<file path="src/rtl/alion_rvfi_chk_pkg.sv">
// Shared types and constants for the alion RVFI retire checker.
package alion_rvfi_chk_pkg;

  localparam int unsigned NREGS   = 32;
  localparam int unsigned REG_AW  = 5;
  localparam int unsigned ERR_W   = 4;
  localparam int unsigned ORDER_W = 64;

  typedef enum logic [1:0] {
    WAIT_FIRST = 2'd0,
    RUN        = 2'd1,
    HALTED     = 2'd2,
    FAIL       = 2'd3
  } chk_state_e;

  typedef enum logic [ERR_W-1:0] {
    NONE              = 4'd0,
    X0_READ           = 4'd1,
    X0_WRITE          = 4'd2,
    RS_MISMATCH       = 4'd3,
    PC_DISCONT        = 4'd4,
    TRAP_WRITE        = 4'd5,
    ORDER             = 4'd6,
    RETIRE_AFTER_HALT = 4'd7
  } err_code_e;

  // One flag per per-retire check, listed in priority order.
  typedef struct packed {
    logic x0_read;
    logic x0_write;
    logic rs_mismatch;
    logic pc_discont;
    logic trap_write;
    logic order;
  } chk_hits_t;

  // Lowest-numbered failing check wins.
  function automatic err_code_e first_err(input chk_hits_t h);
    if (h.x0_read)     return X0_READ;
    if (h.x0_write)    return X0_WRITE;
    if (h.rs_mismatch) return RS_MISMATCH;
    if (h.pc_discont)  return PC_DISCONT;
    if (h.trap_write)  return TRAP_WRITE;
    if (h.order)       return ORDER;
    return NONE;
  endfunction

endpackage

</file>
<file path="src/rtl/alion_shadow_rf.sv">
// Shadow register file: 32 x XLEN with per-entry valid bits, x0 never valid.
// Two combinational read ports, one write port; valid bits clear on reset.
module alion_shadow_rf
  import alion_rvfi_chk_pkg::*;
#(
  parameter int unsigned XLEN = 32
) (
  input  logic              clk,
  input  logic              rst_n,
  input  logic [REG_AW-1:0] ra_addr,
  input  logic [REG_AW-1:0] rb_addr,
  output logic [XLEN-1:0]   ra_data_c,
  output logic [XLEN-1:0]   rb_data_c,
  output logic              ra_valid_c,
  output logic              rb_valid_c,
  input  logic              we,
  input  logic [REG_AW-1:0] wr_addr,
  input  logic [XLEN-1:0]   wr_data
);

  logic [XLEN-1:0]  mem_q [NREGS];
  logic [XLEN-1:0]  mem_d [NREGS];
  logic [NREGS-1:0] valid_q;
  logic [NREGS-1:0] valid_d;

  // Write path; x0 is never written so it stays invalid.
  always_comb begin
    mem_d   = mem_q;
    valid_d = valid_q;
    if (we && (wr_addr != '0)) begin
      mem_d[wr_addr]   = wr_data;
      valid_d[wr_addr] = 1'b1;
    end
  end

  // Data storage needs no reset: it is only trusted behind a valid bit.
  always_ff @(posedge clk) begin
    mem_q <= mem_d;
  end

  // Valid bits clear asynchronously so reset discards all history.
  always_ff @(posedge clk or negedge rst_n) begin
    if (!rst_n) valid_q <= '0;
    else        valid_q <= valid_d;
  end

  assign ra_valid_c = valid_q[ra_addr];
  assign rb_valid_c = valid_q[rb_addr];
  assign ra_data_c  = (ra_addr == '0) ? '0 : mem_q[ra_addr];
  assign rb_data_c  = (rb_addr == '0) ? '0 : mem_q[rb_addr];

endmodule

</file>
<file path="config.mk">
export PLATFORM = sky130hd
export DESIGN_NAME = alion_shadow_rf
export DESIGN_NICKNAME = d
export VERILOG_FILES = /design/src/rtl/alion_rvfi_chk_pkg.sv /design/src/rtl/alion_shadow_rf.sv
export SDC_FILE = /design/constraint.sdc
export NUM_CORES = 1
export LEC_CHECK = 0
export CAP_MARGIN = 40
export CORE_ASPECT_RATIO = 1.4
export CORE_MARGIN = 5
export CORE_UTILIZATION = 60
export CTS_CLUSTER_SIZE = 20
export DETAILED_ROUTE_END_ITERATION = 12
export GPL_TIMING_DRIVEN = 0
export PLACE_DENSITY_LB_ADDON = 0.25
export RECOVER_POWER = 25
export SLEW_MARGIN = 20
export SYNTH_ARGS = -nofsm -noshare
export SYNTH_HDL_FRONTEND = slang
export SYNTH_SLANG_ARGS = --single-unit
</file>
<file path="constraint.sdc">
create_clock -name clk -period 6.35 [get_ports clk]
set_clock_uncertainty 0.1 [all_clocks]
set_input_delay 1.27 -clock clk [delete_from_list [all_inputs] [get_ports clk]]
set_output_delay 1.27 -clock clk [all_outputs]
set_load 0.02 [all_outputs]
</file>
==> flow_summary.json, run 1 <==
{
  "failed_checks": "max-capacitance violations, max-slew violations, negative setup slack",
  "path_clk_slew_ps": 60,
  "vdd_drop_max_mv": 0.3012,
  "max_stage_delay_ps": 720,
  "synth.yosys.seq_area_share_pct": 64.78,
  "path_delay_family": "buffers and inverters",
  "die_x_um": 250.8,
  "drt_iter0_drc": 5072,
  "drv_slew": 264,
  "routed_wl_um": 167100,
  "cts_setup_buffers": 0,
  "synth_flop_cell": "edfxtp_1",
  "cts_tree": "built",
  "num_rows": 123,
  "crit_chain": "buf_2, buf_4, buf_4, nor2_1, clkbuf_1, a221oi_1, o21ai_0, a311oi_1, clkdlybuf4s50_1",
  "hold_viol": 0,
  "layout-drive-gt1-share_pct": 32.86,
  "crit_type": "input port to primary output",
  "yosys.cell_types.count": 32,
  "vias": 31070,
  "fin_setup_tns_ps": -1465,
  "grt_max_degree": 33,
  "p_leak_nw": 18.40,
  "rsz0062_at_grt": "true",
  "power_mw": 15.63,
  "crit_fanout": 10,
  "yosys_warnings": 0,
  "grt_pass1_vias": 31530,
  "root_buffer": "clkbuf_16",
  "num-fill-cells": 4807,
  "die_h_um": 347.1,
  "cts_buffer_depth": 3,
  "areaGrowthSynthToFinish_pct": 16.45,
  "antenna_found_initial": 8,
  "synth_cells": 2460,
  "fin_util_pct": 70.47,
  "ys_async_sr_fraction_pct": 3.030,
  "worstHoldPathType": "flop to flop",
  "slowest_stage": "clkdlybuf4s50_1",
  "synth-seq-cells": 1056,
  "hpwl_um": 117700,
  "synth_area_um2": 48700,
  "top_level_ports": 116,
  "place_congestion": 0.9660,
  "synth_area_leaders": "edfxtp_1 63%, mux4_2 22%, mux2i_1 3.9%",
  "ctsHoldBuffers": 0,
  "worstPathRequired_ps": 4980,
  "insertion_delay_ps": 690,
  "cts.sinks": 1056,
  "grt_usage_pct": 38.03,
  "yosysMostFrequentCell": "edfxtp_1",
  "grt_pass1_wl_um": 233000,
  "crit_top_cell": "buf_4",
  "whs_ps": 394.0,
  "layout_min_cycle_time_ps": 6500,
  "crit_buf_inv": 5,
  "drv_cap": 8,
  "cp.arrival_ps": 5130,
  "drcViolationCount": 0,
  "synth_enable_flop_cells": 1024,
  "setup_ws_ps": -149.8,
  "setup_viol": 22,
  "start_util_pct": 60.51,
  "fmax_ghz": 0.1539,
  "dr.pass1.iters": 9,
  "status": "complete, but fails checks",
  "portBuffers": 107,
  "core_um2": 80490,
  "power_density_nw_per_um2": 275.5,
  "nNetsFinal": 2883,
  "fp.dieArea_um2": 87050,
  "wire_per_inst_um": 41.98,
  "h-tree-depth": 3,
  "ant_nets": 0,
  "overflow": 0,
  "period_share_pct": 102.4,
  "yosysTopAreaCell": "edfxtp_1",
  "synthTopCellsByCount": "1024 x edfxtp_1, 468 x mux4_2, 192 x mux2i_1, 102 x clkbuf_1, 83 x o21ai_0",
  "worst_pin_slew_ps": 1820,
  "crit_path_end_kind": "primary output",
  "routed_via_density": 7.809,
  "synth_top_area_share_pct": 63.14,
  "avgSynthCellArea_um2": 19.80,
  "cts_inserted_buffers": 99,
  "startpoint_type": "input port",
  "relSlewSlack_pct": -21.36
}
==> power by group <==
part	leakage [nW]	internal [mW]	switching, mW
Clock	1.56	3.31	2.63
Sequential	9.62	7.79	0.0844
Combinational	7.22	0.731	1.08
==> area by class of cell <==
cell class,count,area [um2],area share (%)
multi-input combinational,1224,16620,29.30
tap,1062,1329,2.343
clock buffer,122,2638,4.650
inverter,2,7.507,0.01324
antenna,2,5.005,0.008824
timing repair buffer,242,3047,5.372
buffer,208,987.2,1.741
sequential,1056,31550,55.63
clock inverter,61,536.8,0.9464
==> registers in the layout, summed over array words and instances (netlist names) <==
register	cells
valid_q	32
mem_q	1024
==> metrics by stage <==
stage / area [um2] / setup WS [ps] / cells
2_1_floorplan: 48820 / 1218 / 2491
5_1_grt: 56710 / 2.076 / 3977
3_3_place_gp: 51220 / -4031 / 3660
3_5_place_dp: 53420 / -430.0 / 3786
6_report: 56720 / -149.8 / 3979
4_1_cts: 56630 / 4.806 / 3968
==> cell usage in the layout, fill, tap and decap left out, types with 4 or more instances in the layout <==
master and count:
a221oi_1 51, dlygate4sd3_1 17, a31oi_1 32, a311oi_1 20, clkinvlp_4 4, buf_6 33, nand2b_1 5, clkbuf_1 129
a311oi_2 10, nand3_1 4, dfrtp_1 32, mux2i_1 192, nand2_1 33, buf_8 22, bufinv_16 9, nor2_4 27
mux4_2 468, conb_1 32, a211oi_1 31, clkbuf_16 102, nor2b_1 40, a22oi_1 64, buf_2 95, buf_1 7
edfxtp_1 1024, buf_16 30, buf_4 30, o2111ai_1 13, nor2_1 7, clkbuf_2 7, mux2_2 34, clkinv_2 23
a221o_1 32, buf_12 17, or2_2 32, clkdlybuf4s50_1 82, o21ai_0 80, clkinv_1 21
==> layer usage <==
metal | part of all wire (%) | GRT usage [%]
met5 | 0.034 | 0
met4 | 12 | 30.89
met3 | 13 | 9.090
met2 | 45 | 58.19
met1 | 30 | 46.52
==> cells by family after synthesis <==
logic type	Yosys count	share of synthesized area, %
AO/OA/AOI/OAI	339	5.128
buffers and inverters	211	2.029
flip-flops	1056	64.78
multiplexers	694	26.37
other	1	0.007700
AND/OR/NAND/NOR	159	1.683
==> final timing paths <==
path                                              start                 endpoint  slack [ps]  cells past startpoint
worst max-delay path                         ra_addr[1]             ra_data_c[7]        -150                      9
worst min register to register  valid_q[22]$_DFFE_PN0N_  valid_q[22]$_DFFE_PN0N_         390                      1
min in group asynchronous                         rst_n  valid_q[14]$_DFFE_PN0N_         960                      1
worst max register to register   valid_q[3]$_DFFE_PN0N_   valid_q[3]$_DFFE_PN0N_        5400                      1
worst min-delay path            valid_q[22]$_DFFE_PN0N_  valid_q[22]$_DFFE_PN0N_         390                      1
max in group asynchronous                         rst_n  valid_q[22]$_DFFE_PN0N_        4140                      1
==> what timing repair did <==
item | CTS | global route
pin swaps | 0 | 2
setup endpoints to repair | 30 | 18
gates resized for setup | 11 | 18
(Power assumes the default switching activity.)
==> run 2, diff against run 1 <==
CELL_PAD_IN_SITES_DETAIL_PLACEMENT = 0   (was not set)
CELL_PAD_IN_SITES_GLOBAL_PLACEMENT = 1   (was not set)
CORE_UTILIZATION = 59   (was 60)
==> run 2 against run 1 <==
The flow still finishes with violations (max-capacitance violations, max-slew violations, negative setup slack). Non-clock buffer count up 4. Hold slack worse by 10 ps. Clock power up 4.0%. Setup slack better by 66 ps. Largest power group unchanged. Highest routed layer unchanged.
==> flow_summary.json, run 2 (synthesis gave the netlist of run 1 again) <==
{
  "die_h_um": 350.0,
  "crit_top_cell": "clkdlybuf4s50_1",
  "drcViolationCount": 0,
  "setup_ws_ps": -84.22,
  "die_x_um": 252.8,
  "path_clk_slew_ps": 70,
  "power_mw": 15.80,
  "ant_nets": 0,
  "worst_pin_slew_ps": 1835,
  "rsz0062_at_grt": "false",
  "fp.dieArea_um2": 88480,
  "worstPathRequired_ps": 4980,
  "max_stage_delay_ps": 720,
  "vdd_drop_max_mv": 0.2339,
  "cts_setup_buffers": 0,
  "final_cell_mix": "1024 x edfxtp_1, 468 x mux4_2, 192 x mux2i_1, 119 x clkbuf_1, 105 x clkbuf_16",
  "crit_fanout": 17,
  "period_share_pct": 101.3,
  "fmax_ghz": 0.1554,
  "drt_iter0_drc": 4444,
  "nNetsFinal": 2886,
  "cts.sinks": 1056,
  "top_level_ports": 116,
  "routed_via_density": 7.576,
  "failed_checks": "max-capacitance violations, max-slew violations, negative setup slack",
  "setup_viol": 10,
  "fin_util_pct": 69.35,
  "crit_chain": "clkdlybuf4s50_1, clkbuf_1, buf_8, and2_1, clkbuf_2, a22oi_1, a311oi_1, clkdlybuf4s50_1",
  "finalNonFillerCells": 3990,
  "core_um2": 81760,
  "r2r_start": "valid_q[23]$_DFFE_PN0N_",
  "status": "complete, but fails checks",
  "grt_pass1_wl_um": 225400,
  "cts_tree": "built",
  "grt_pass1_vias": 30810,
  "num_rows": 124,
  "antenna_found_initial": 8,
  "areaGrowthSynthToFinish_pct": 16.42,
  "final_common_cell": "edfxtp_1",
  "worstHoldPathType": "flop to flop",
  "drv_cap": 1,
  "crit_buf_inv": 5,
  "path_delay_family": "buffers and inverters",
  "startpoint_type": "input port",
  "fin_setup_tns_ps": -364.3,
  "place_inst": 3800,
  "crit_path_start": "ra_addr[3]",
  "largest_reg_flops": 1024,
  "whs_ps": 383.9,
  "hpwl_um": 115200,
  "cts_buffer_depth": 3,
  "slowest_stage": "clkdlybuf4s50_1",
  "pwr-share-comb_pct": 11.1,
  "start_util_pct": 59.57,
  "hold_viol": 0,
  "p_clk_share_pct": 39.1,
  "layout_min_cycle_time_ps": 6434,
  "wire_per_inst_um": 40.16,
  "place_congestion": 0.9477,
  "cp.arrival_ps": 5060,
  "grt_max_degree": 33,
  "h-tree-depth": 3,
  "p_leak_nw": 18.43,
  "grt_usage_pct": 36.12,
  "min_from": "valid_q[0]$_DFFE_PN0N_",
  "overflow": 0,
  "dr.pass1.iters": 5,
  "seqPwrFrac_pct": 49.8,
  "p_int_mw": 12.06,
  "top_register": "mem_q",
  "cts_inserted_buffers": 98,
  "routed_wl_um": 160200,
  "crit_path_end_kind": "primary output",
  "crit_type": "input port to primary output",
  "relSlewSlack_pct": -22.36,
  "portBuffers": 107,
  "root_buffer": "clkbuf_16",
  "reg_top3": "mem_q: 1024 flops, valid_q: 32 flops",
  "power_density_nw_per_um2": 278.6,
  "p_sw_share_pct": 23.63,
  "insertion_delay_ps": 660,
  "layout-drive-gt1-share_pct": 32.97,
  "vias": 30230,
  "switchingPower_mw": 3.733,
  "drv_slew": 33
}
## run 2: power by group through the flow
stage | logic (mW) | clock network, mW | registers, mW
floorplan | 0.942 | 0 | 7.98
detailed placement | 1.71 | 0 | 8.00
global placement | 1.61 | 0 | 8.00
CTS | 1.72 | 6.19 | 7.86
finish | 1.76 | 6.18 | 7.86
global route | 1.80 | 6.47 | 7.87
## run 2: area by class of cell
class / instances / area [um2]
flip-flops and latches: 1056 / 31550
fillers: 5026 / 25060
multi-input cells: 1224 / 16570
repair buffers: 249 / 2894
clock buffers: 127 / 2830
well taps: 1071 / 1340
plain buffers: 205 / 972.2
clock inverters: 55 / 536.8
inverters: 2 / 7.507
diodes: 1 / 2.502
## run 2: final timing paths
check	endpoint	slack, ps	cells after the start
worst min register to register	valid_q[0]$_DFFE_PN0N_	380	1
min in group asynchronous	valid_q[11]$_DFFE_PN0N_	990	1
max in group asynchronous	valid_q[16]$_DFFE_PN0N_	4090	1
worst max register to register	valid_q[23]$_DFFE_PN0N_	5430	1
worst max-delay path	ra_data_c[9]	-80	8
worst min-delay path	valid_q[0]$_DFFE_PN0N_	380	1
## run 2: through the flow
step	setup WS [ps]	area [um2]
4_1_cts	1.982	56730
3_5_place_dp	-409.6	53330
5_1_grt	12.97	56700
3_3_place_gp	-4111	51230
6_report	-84.22	56700
2_1_floorplan	1218	48820
## run 2: routing by layer
layer	wire [um]	global-route usage, %
met5	51	0
met1	52100	46.55
met4	10670	18.80
met3	21460	10.18
met2	75950	56.96
## run 2: repair_timing
action                     CTS  global route
gates resized for setup      9             6
setup endpoints to repair   27            10
cloned                       0             0
hold buffers                 0             0
